==> config.mk <==
export PLATFORM = sky130hd
export DESIGN_NAME = rv32_muldiv_unit
export DESIGN_NICKNAME = d
export VERILOG_FILES = /design/src/rtl/rv32_pkg.sv /design/src/rtl/muldiv_iter_core.sv /design/src/rtl/rv32_muldiv_unit.sv
export SDC_FILE = /design/constraint.sdc
export NUM_CORES = 1
export LEC_CHECK = 0
export CORE_AREA = 2 2 157 159
export DETAILED_ROUTE_END_ITERATION = 6
export DIE_AREA = 0 0 159 161
export PLACE_DENSITY = 0.81
export SLEW_MARGIN = 20
export SYNTH_ARGS = -nofsm -noshare
export SYNTH_HDL_FRONTEND = slang
export SYNTH_SLANG_ARGS = --single-unit
==> constraint.sdc <==
create_clock -name clk -period 5.23 [get_ports clk]
set_clock_uncertainty 0.2 [all_clocks]
set_input_delay 1.569 -clock clk [delete_from_list [all_inputs] [get_ports clk]]
set_output_delay 1.569 -clock clk [all_outputs]
set_load 0.01 [all_outputs]
==> src/rtl/rv32_pkg.sv <==
// Shared definitions for the Hunter_RV32 execute-stage M-extension unit.
package rv32_pkg;

   localparam int XLEN_DEFAULT = 32;

   // RV32M funct3 encodings
   localparam logic [2:0] F3_MUL    = 3'b000;
   localparam logic [2:0] F3_MULH   = 3'b001;
   localparam logic [2:0] F3_MULHSU = 3'b010;
   localparam logic [2:0] F3_MULHU  = 3'b011;
   localparam logic [2:0] F3_DIV    = 3'b100;
   localparam logic [2:0] F3_DIVU   = 3'b101;
   localparam logic [2:0] F3_REM    = 3'b110;
   localparam logic [2:0] F3_REMU   = 3'b111;

   typedef enum logic [1:0] {
      IDLE = 2'd0,
      RUN  = 2'd1,
      FIX  = 2'd2,
      DONE = 2'd3
   } md_state_t;

endpackage

==> src/rtl/muldiv_iter_core.sv <==
// Radix-2 iterative datapath shared by multiply (shift-add) and divide
// (restoring). acc holds the product high half / partial remainder, shreg
// holds the multiplier->product low half / dividend->quotient.
module muldiv_iter_core
   import rv32_pkg::*;
#(
   parameter int XLEN = XLEN_DEFAULT
) (
   input  logic            clk,
   input  logic            rst,
   input  logic            clr,
   input  logic            load,
   input  logic            step,
   input  logic            is_div,
   input  logic [XLEN-1:0] a_mag,
   input  logic [XLEN-1:0] b_mag,
   output logic            last,
   output logic [XLEN-1:0] hi,
   output logic [XLEN-1:0] lo
);

   localparam int CW = $clog2(XLEN);

   logic [XLEN-1:0] acc;
   logic [XLEN-1:0] shreg;
   logic [XLEN-1:0] opb;
   logic [CW-1:0]   cnt;

   logic [XLEN:0]   sum;
   logic [XLEN:0]   shifted;
   logic [XLEN:0]   diff;

   // One iteration step: add-and-shift for multiply, trial subtract for divide
   always_comb begin
      sum     = {1'b0, acc} + (shreg[0] ? {1'b0, opb} : '0);
      shifted = {acc, shreg[XLEN-1]};
      diff    = shifted - {1'b0, opb};
   end

   // Iteration registers: load operands, then advance one bit per step
   always_ff @(posedge clk) begin
      if (rst || clr) begin
         acc   <= '0;
         shreg <= '0;
         opb   <= '0;
         cnt   <= '0;
      end else if (load) begin
         acc   <= '0;
         shreg <= a_mag;
         opb   <= b_mag;
         cnt   <= CW'(XLEN - 1);
      end else if (step) begin
         if (is_div) begin
            // restoring: keep the difference only when it did not go negative
            acc   <= diff[XLEN] ? shifted[XLEN-1:0] : diff[XLEN-1:0];
            shreg <= {shreg[XLEN-2:0], ~diff[XLEN]};
         end else begin
            acc   <= sum[XLEN:1];
            shreg <= {sum[0], shreg[XLEN-1:1]};
         end
         if (cnt != '0) cnt <= cnt - 1'b1;
      end
   end

   assign last = (cnt == '0);
   assign hi   = acc;
   assign lo   = shreg;

endmodule

==> src/rtl/rv32_muldiv_unit.sv <==
// Iterative RV32M multiply/divide unit. Operates on magnitudes in the core,
// applies signs and selects the result half in a single FIX cycle.
module rv32_muldiv_unit
   import rv32_pkg::*;
#(
   parameter int XLEN = XLEN_DEFAULT
) (
   input  logic            clk,
   input  logic            rst,
   input  logic            start,
   input  logic            flush,
   input  logic [2:0]      funct3,
   input  logic [XLEN-1:0] rs1,
   input  logic [XLEN-1:0] rs2,
   output logic            busy,
   output logic            done,
   output logic [XLEN-1:0] result
);

   md_state_t state, state_nxt;

   logic [2:0]      op;
   logic            neg_a, neg_b;

   logic            a_sgn, b_sgn, a_neg, b_neg;
   logic [XLEN-1:0] a_mag, b_mag;
   logic            div_zero, div_ovf, special;
   logic [XLEN-1:0] spec_val;

   logic            load, step, clr, last;
   logic [XLEN-1:0] hi, lo;

   logic [2*XLEN-1:0] prod, prod_fix;
   logic [XLEN-1:0]   fix_val;
   logic              res_we;
   logic [XLEN-1:0]   res_nxt;

   function automatic logic [XLEN-1:0] neg_if(input logic n, input logic [XLEN-1:0] v);
      return n ? (XLEN'(0) - v) : v;
   endfunction

   muldiv_iter_core #(.XLEN(XLEN)) u_core (
      .clk    (clk),
      .rst    (rst),
      .clr    (clr),
      .load   (load),
      .step   (step),
      .is_div (op[2] | (load & funct3[2])),
      .a_mag  (a_mag),
      .b_mag  (b_mag),
      .last   (last),
      .hi     (hi),
      .lo     (lo)
   );

   // Decode the incoming request: signedness, magnitudes and special cases
   always_comb begin
      a_sgn    = (funct3 == F3_MUL) || (funct3 == F3_MULH) || (funct3 == F3_MULHSU) ||
                 (funct3 == F3_DIV) || (funct3 == F3_REM);
      b_sgn    = (funct3 == F3_MUL) || (funct3 == F3_MULH) ||
                 (funct3 == F3_DIV) || (funct3 == F3_REM);
      a_neg    = a_sgn & rs1[XLEN-1];
      b_neg    = b_sgn & rs2[XLEN-1];
      a_mag    = neg_if(a_neg, rs1);
      b_mag    = neg_if(b_neg, rs2);
      div_zero = funct3[2] && (rs2 == '0);
      div_ovf  = ((funct3 == F3_DIV) || (funct3 == F3_REM)) &&
                 (rs1 == {1'b1, {(XLEN-1){1'b0}}}) && (rs2 == '1);
      special  = div_zero | div_ovf;
      if (div_zero) spec_val = funct3[1] ? rs1 : '1;
      else          spec_val = funct3[1] ? '0 : rs1;
   end

   // Sign fix-up and result selection from the finished iteration
   always_comb begin
      prod     = {hi, lo};
      prod_fix = (neg_a ^ neg_b) ? ((2*XLEN)'(0) - prod) : prod;
      case (op)
         F3_MUL:                     fix_val = prod_fix[XLEN-1:0];
         F3_MULH, F3_MULHSU, F3_MULHU: fix_val = prod_fix[2*XLEN-1:XLEN];
         F3_DIV, F3_DIVU:            fix_val = neg_if(neg_a ^ neg_b, lo);
         default:                    fix_val = neg_if(neg_a, hi);
      endcase
   end

   // Next-state and control decode
   always_comb begin
      state_nxt = state;
      load      = 1'b0;
      step      = 1'b0;
      clr       = 1'b0;
      res_we    = 1'b0;
      res_nxt   = fix_val;
      case (state)
         IDLE, DONE: begin
            state_nxt = IDLE;
            if (start && !flush) begin
               if (special) begin
                  state_nxt = DONE;
                  res_we    = 1'b1;
                  res_nxt   = spec_val;
               end else begin
                  state_nxt = RUN;
                  load      = 1'b1;
               end
            end
         end
         RUN: begin
            if (flush) begin
               state_nxt = IDLE;
               clr       = 1'b1;
            end else begin
               step = 1'b1;
               if (last) state_nxt = FIX;
            end
         end
         FIX: begin
            if (flush) begin
               state_nxt = IDLE;
               clr       = 1'b1;
            end else begin
               res_we    = 1'b1;
               state_nxt = DONE;
            end
         end
         default: state_nxt = IDLE;
      endcase
   end

   // State, latched op/sign flags and the result register
   always_ff @(posedge clk) begin
      if (rst) begin
         state  <= IDLE;
         op     <= '0;
         neg_a  <= 1'b0;
         neg_b  <= 1'b0;
         result <= '0;
      end else begin
         state <= state_nxt;
         if (clr) begin
            op    <= '0;
            neg_a <= 1'b0;
            neg_b <= 1'b0;
         end else if (load) begin
            op    <= funct3;
            neg_a <= a_neg;
            neg_b <= b_neg;
         end
         if (res_we) result <= res_nxt;
      end
   end

   assign busy = (state == RUN) || (state == FIX);
   assign done = (state == DONE);

endmodule

; ---- Word-level counts from Yosys, hierarchy flattened
; Cells that the tools add are included.
[classes]
addsub = 8
eq_ne = 15
muxes = 37
n_bitwise = 7
reduce_logical = 29
[op_table]
columns = op, n
row1 = 32-bit two-way mux, 16
row2 = 1-bit by 32-bit subtractor with 32-bit output (first input constant), 4
row3 = 32-bit one-hot mux with 3 select lines, 1
row4 = 32-bit == test (second input constant), 2
row5 = 64-bit two-way mux, 1
row6 = 1-bit by 64-bit subtractor with 64-bit output (first input constant), 1
row7 = 32-bit by 33-bit adder with 33-bit output, 1
row8 = 33-bit by 32-bit subtractor with 33-bit output, 1
row9 = 32-bit logical NOT, 1
row10 = 5-bit two-way mux, 3
row11 = 3-bit == test (second input constant), 4
row12 = 2-bit two-way mux, 5
row13 = 2-bit OR reduction, 5
row14 = 3-bit by 2-bit == test with 1-bit output (second input constant), 3
row15 = 1-bit logical OR, 9
row16 = 1-bit two-way mux, 9
row17 = 3-bit by 1-bit == test with 1-bit output (second input constant), 2
row18 = 3-bit logical NOT, 2
row19 = 2-bit one-hot mux with 3 select lines, 1
row20 = 5-bit logical NOT, 1
row21 = 5-bit nonzero test, 1
row22 = 5-bit by 1-bit subtractor with 5-bit output (second input constant), 1
row23 = 2-bit == test (second input constant), 2
row24 = 1-bit logical AND, 4
row25 = 12 further kinds, 16
[word_totals]
regBits = 140
word_cells = 105

; ---- Logic depth before layout (Yosys ltp)
[depth]
ltp_word = 13
ltp_mapped = 17
mapped_depth_nobuf = 14

; ---- Cells and area by module
; Synthesis repeated with hierarchy kept, for this count alone.
[hier_totals]
cells_unflattened = 2014
hier_area_um2 = 14631.5
[modules_own_cells]
columns = mod, instances, cells_each, area_each_um2
row1 = muldiv_iter_core, 1, 1057, 8230.4
row2 = rv32_muldiv_unit, 1, 957, 6401.1

; ---- Worst setup path after synthesis
; OpenSTA, ideal clock, no wires.
[synth_path]
path_type = input -> register
startpoint = input rs1[10]
endpoint = register u_core.acc[30] (netlist: u_core.hi[30])
setup_time_ps = 117
t_arrival_ps = 3828
setup_slack_ps = 1085
cell_stages = 10
n_path_buf = 1
path_cell_list = or4_4 > nor4_4 > nand3_2 > o32ai_4 > nor2_2 > a21o_1 > buf_2 > o41ai_1 > a31oi_1 > a32o_1
[synth_between]
elab_chain_len = 10
[synth_lines]
columns = item, line
row1 = start: declaration, rv32_muldiv_unit.sv:13  ; input logic [XLEN-1:0] rs1,
row2 = 32-bit == test *, rv32_muldiv_unit.sv:68  ; (rs1 == {1'b1, {(XLEN-1){1'b0}}}) && (rs2 == '1);
row3 = 1-bit logical AND *, rv32_muldiv_unit.sv:67  ; div_ovf = ((funct3 == F3_DIV) || (funct3 == F3_REM)) &&
row4 = 1-bit logical AND *, rv32_muldiv_unit.sv:68
row5 = 1-bit bitwise OR *, rv32_muldiv_unit.sv:69  ; special = div_zero | div_ovf;
row6 = 1-bit two-way mux *, rv32_muldiv_unit.sv:98  ; if (special) begin
row7 = 1-bit two-way mux *, rv32_muldiv_unit.sv:97  ; if (start && !flush) begin
row8 = 1-bit two-way mux *, rv32_muldiv_unit.sv:94  ; case (state)
row9 = 1-bit bitwise AND, rv32_muldiv_unit.sv:48  ; .is_div (op[2] | (load & funct3[2])),
row10 = 1-bit bitwise OR, rv32_muldiv_unit.sv:48
row11 = 32-bit two-way mux, muldiv_iter_core.sv:53  ; if (is_div) begin
row12 = end signal: assignment, muldiv_iter_core.sv:55  ; acc <= diff[XLEN] ? shifted[XLEN-1:0] : diff[XLEN-1:0];
row13 = end signal: assignment, muldiv_iter_core.sv:58  ; acc <= sum[XLEN:1];
row14 = end: declaration, muldiv_iter_core.sv:24  ; logic [XLEN-1:0] acc;
; Mark *: on every way between the ends. The rest lies on a longest branch, timed or not.
; A chain may end at the register's enable or synchronous reset.

; ---- Worst setup path in the final report
[layout_path]
startpoint = register u_core.shreg[0] (netlist: u_core.lo[0])
endpoint = register u_core.acc[29] (netlist: u_core.hi[29])
[layout_between]
elab_chain_len = 3
[layout_lines]
columns = item, line
row1 = start: declaration, muldiv_iter_core.sv:25  ; logic [XLEN-1:0] shreg;
row2 = start signal: assignment, muldiv_iter_core.sv:49  ; shreg <= a_mag;
row3 = start signal: assignment, muldiv_iter_core.sv:56  ; shreg <= {shreg[XLEN-2:0], ~diff[XLEN]};
row4 = start signal: assignment, muldiv_iter_core.sv:59  ; shreg <= {sum[0], shreg[XLEN-1:1]};
row5 = 32-bit two-way mux, muldiv_iter_core.sv:35  ; sum = {1'b0, acc} + (shreg[0] ? {1'b0, opb} : '0);
row6 = 32-bit by 33-bit adder with 33-bit output, muldiv_iter_core.sv:35
row7 = 32-bit two-way mux, muldiv_iter_core.sv:53
; No other way between the ends.

==> impl_metrics.toml <==
[route]
ant_nets = 0
drt_wl_total_microns = 51400
vias_per_cell = 6.73
drt_first_pass_iters = 7
drc = 0
drt_iter0_drc = 1783
vias = 15700
routedWlPerCell_microns = 22.0

[timing]
relSlewSlack_pct = 29.2
slew_violations = 0
final_hold_viol_count = 0
period_share_pct = 93.0
setup-tns-final_ns = 0
min_period_ns = 4.87
fmax_mhz = 206
worstMarginPinSlew_ns = 1.06
grt_setup_unrepaired = "no"
setup_viol = 0

[worst_setup_path]
worstSetupStartpointType = "register"
crit_family = "compound AO/OA/AOI/OAI gates"
worstSetupPathType = "register to register"
critPathMaxFanout = 20
crit_path_end_kind = "register"
worstPathRequired_ns = 5.36
path_cells = "inv_1 -> buf_4 -> nor2_1 -> ha_1 -> a211oi_1 -> nor2_1 -> a2111o_1 -> a31oi_1 -> nor3b_1 -> o31ai_1 -> a221oi_1 -> o21bai_1 -> xnor2_1 -> a211oi_1"
crit_slowest_cell = "inv_1"
cp.buffers_inverters = 2
cp.arrival_ns = 5.00
cpPeakStageDelay_ns = 0.59

[placed_design]
place_area_sq_mm = 0.0155
gp_congestion = 1.03
portBuffers = 104
dp.cells = 2306
dp_hpwl_microns = 39000

[die]
die_area_sq_mm = 0.0256
initial_core_util_pct = 59.6
die_w_microns = 159
dieHeight_microns = 161
row_count = 57
ios = 105
core_sq_mm = 0.0240

[synthesis]
synth_area_leaders = "dfxtp_1, a211oi_1, xor2_1, ha_1, nor2_1"
syn-num-nets = 2130
synth_top_area_share_pct = 19.6
async_flop_share_pct = 0
synth-main-ff-cell = "dfxtp_1"
yosysTopAreaCell = "dfxtp_1"
synth_cell_types = 84
synth-seq-cells = 140
syn_area_sq_mm = 0.0143
yosys_warnings = 0
avgSynthCellArea_sq_um = 7.21
synthCells = 1982
synth_edf_count = 0
seq_area_frac_synth_pct = 19.6

[final_layout]
syn2layout_area_growth_pct = 13.1
antenna_cells = 0
instances_no_fill = 2338
layout_commonest_cell = "nor2_1"
n_fill_cell = 2142
num-nets-final = 2149
postLayoutCellArea_sq_mm = 0.0162
drive_above_1_share_pct = 6.45
final_cell_mix = "nor2_1, a21oi_1, nand2_1, dfxtp_1, a211oi_1"

[hold_path]
hold_path_class = "register to register"

[clocking]
h-tree-depth = 4
clk_latency_ns = 0.43
ctsHoldBuffers = 0
numClockSinks = 140
cts_setup_buffers = 0
cts_tree = "done"
cts_buffer_depth = 2
numCtsBuffers = 17
cts-root-buf = "clkbuf_16"
cts-resized-gates = 0
path_clk_slew_ns = 0.06

[global_routing]
grt-ovfl-total = 0
antenna_found_initial = 0
grt_pass1_wl_microns = 81500
grt_usage_pct = 39.5
grt_max_degree = 86
grt_pass1_vias = 14700

[pwr]
p_per_area_mw_per_mm2 = 218
ir_worst_vdd_uv = 200
leakage_uw = 0.00614

[flow_run]
cap_violations = 0

[status]
status = "finished clean"
==> routing by layer <==
metal | vias to the layer above | GRT usage [%] | part of all wire [%]
met5 | - | 0 | 0
met4 | 0 | 26.0 | 7.3
met3 | 217 | 6.65 | 9.1
met2 | 933 | 64.0 | 45
met1 | 7302 | 48.8 | 38
li1 | 7276 | - | -
==> flip-flops by register name (all words and copies together), names as in the netlist <==
register / count
u_core.lo: 32
u_core.opb: 32
state: 2
u_core.hi: 32
op: 3
neg_b: 1
result: 32
u_core.cnt: 5
neg_a: 1
==> kinds of logic (layout without fill, tap and decap cells) <==
logic type	Yosys count	after routing	share of synthesized area, %
fa+ha+maj	79	79	6.99
simple gates	660	660	22.1
xor+xnor	192	192	11.8
flops	140	140	19.6
compound gates	654	654	30.6
buf+inv	220	252	6.31
mux	37	37	2.62
==> tightest hold or removal path, stage by stage (launching register included) <==
cell     delay (ns)
dfxtp_1        0.31
nand2_1        0.05
a21oi_1        0.05
==> cells in the mapped netlist, types with 16 or more instances <==
master / number
nor2_1: 244
a21oi_1: 176
nand2_1: 167
dfxtp_1: 140
a211oi_1: 133
clkbuf_1: 113
xor2_1: 109
o21ai_0: 104
xnor2_1: 83
ha_1: 75
inv_1: 66
nor3_1: 43
nand3_1: 41
a21o_1: 36
o31ai_1: 35
mux2i_1: 34
o211ai_1: 34
buf_2: 22
or3_1: 22
nand2b_1: 20
nand4_1: 20
a31oi_1: 17
and2_1: 16
o22ai_1: 16
==> worst paths after layout <==
path	startpoint	endpoint	slack [ns]	depth (start not counted)
worst max-delay path	u_core.lo[0]$_SDFFE_PP0P_	u_core.hi[29]$_SDFFE_PP0P_	0.36	14
worst min-delay path	u_core.opb[31]$_SDFFE_PP0N_	u_core.opb[31]$_SDFFE_PP0N_	0.26	2
worst max register to register	u_core.lo[0]$_SDFFE_PP0P_	u_core.hi[29]$_SDFFE_PP0P_	0.36	14
worst min register to register	u_core.opb[31]$_SDFFE_PP0N_	u_core.opb[31]$_SDFFE_PP0N_	0.26	2
==> area by class of cell <==
| type | instances | area (sq um) | share of cell area, % |
|---|---|---|---|
| clock buffers | 19 | 443 | 2.74 |
| clock inverters | 13 | 163 | 1.01 |
| inverters | 66 | 248 | 1.53 |
| multi-input cells | 1622 | 10600 | 65.7 |
| flip-flops and latches | 140 | 2800 | 17.4 |
| well taps | 324 | 405 | 2.51 |
| repair buffers | 154 | 1480 | 9.16 |
==> metrics by stage <==
stage | util, % | setup slack, ns | hold WS (ns) | power, uW
2_1_floorplan | - | 1.08 | 0.232 | 1890
3_3_place_gp | 64.9 | 0.196 | 0.241 | 2200
3_5_place_dp | 64.9 | 0.149 | 0.246 | 2220
4_1_cts | 67.4 | 0.478 | 0.259 | 3490
5_1_grt | 67.4 | 0.143 | 0.269 | 3660
6_report | 67.4 | 0.365 | 0.263 | 3520
==> power by group <==
part / switching, uW / internal (uW)
Combinational: 646 / 402
Sequential: 72.9 / 1120
Clock: 520 / 768
Note: power is estimated with default switching activity, not from simulation.
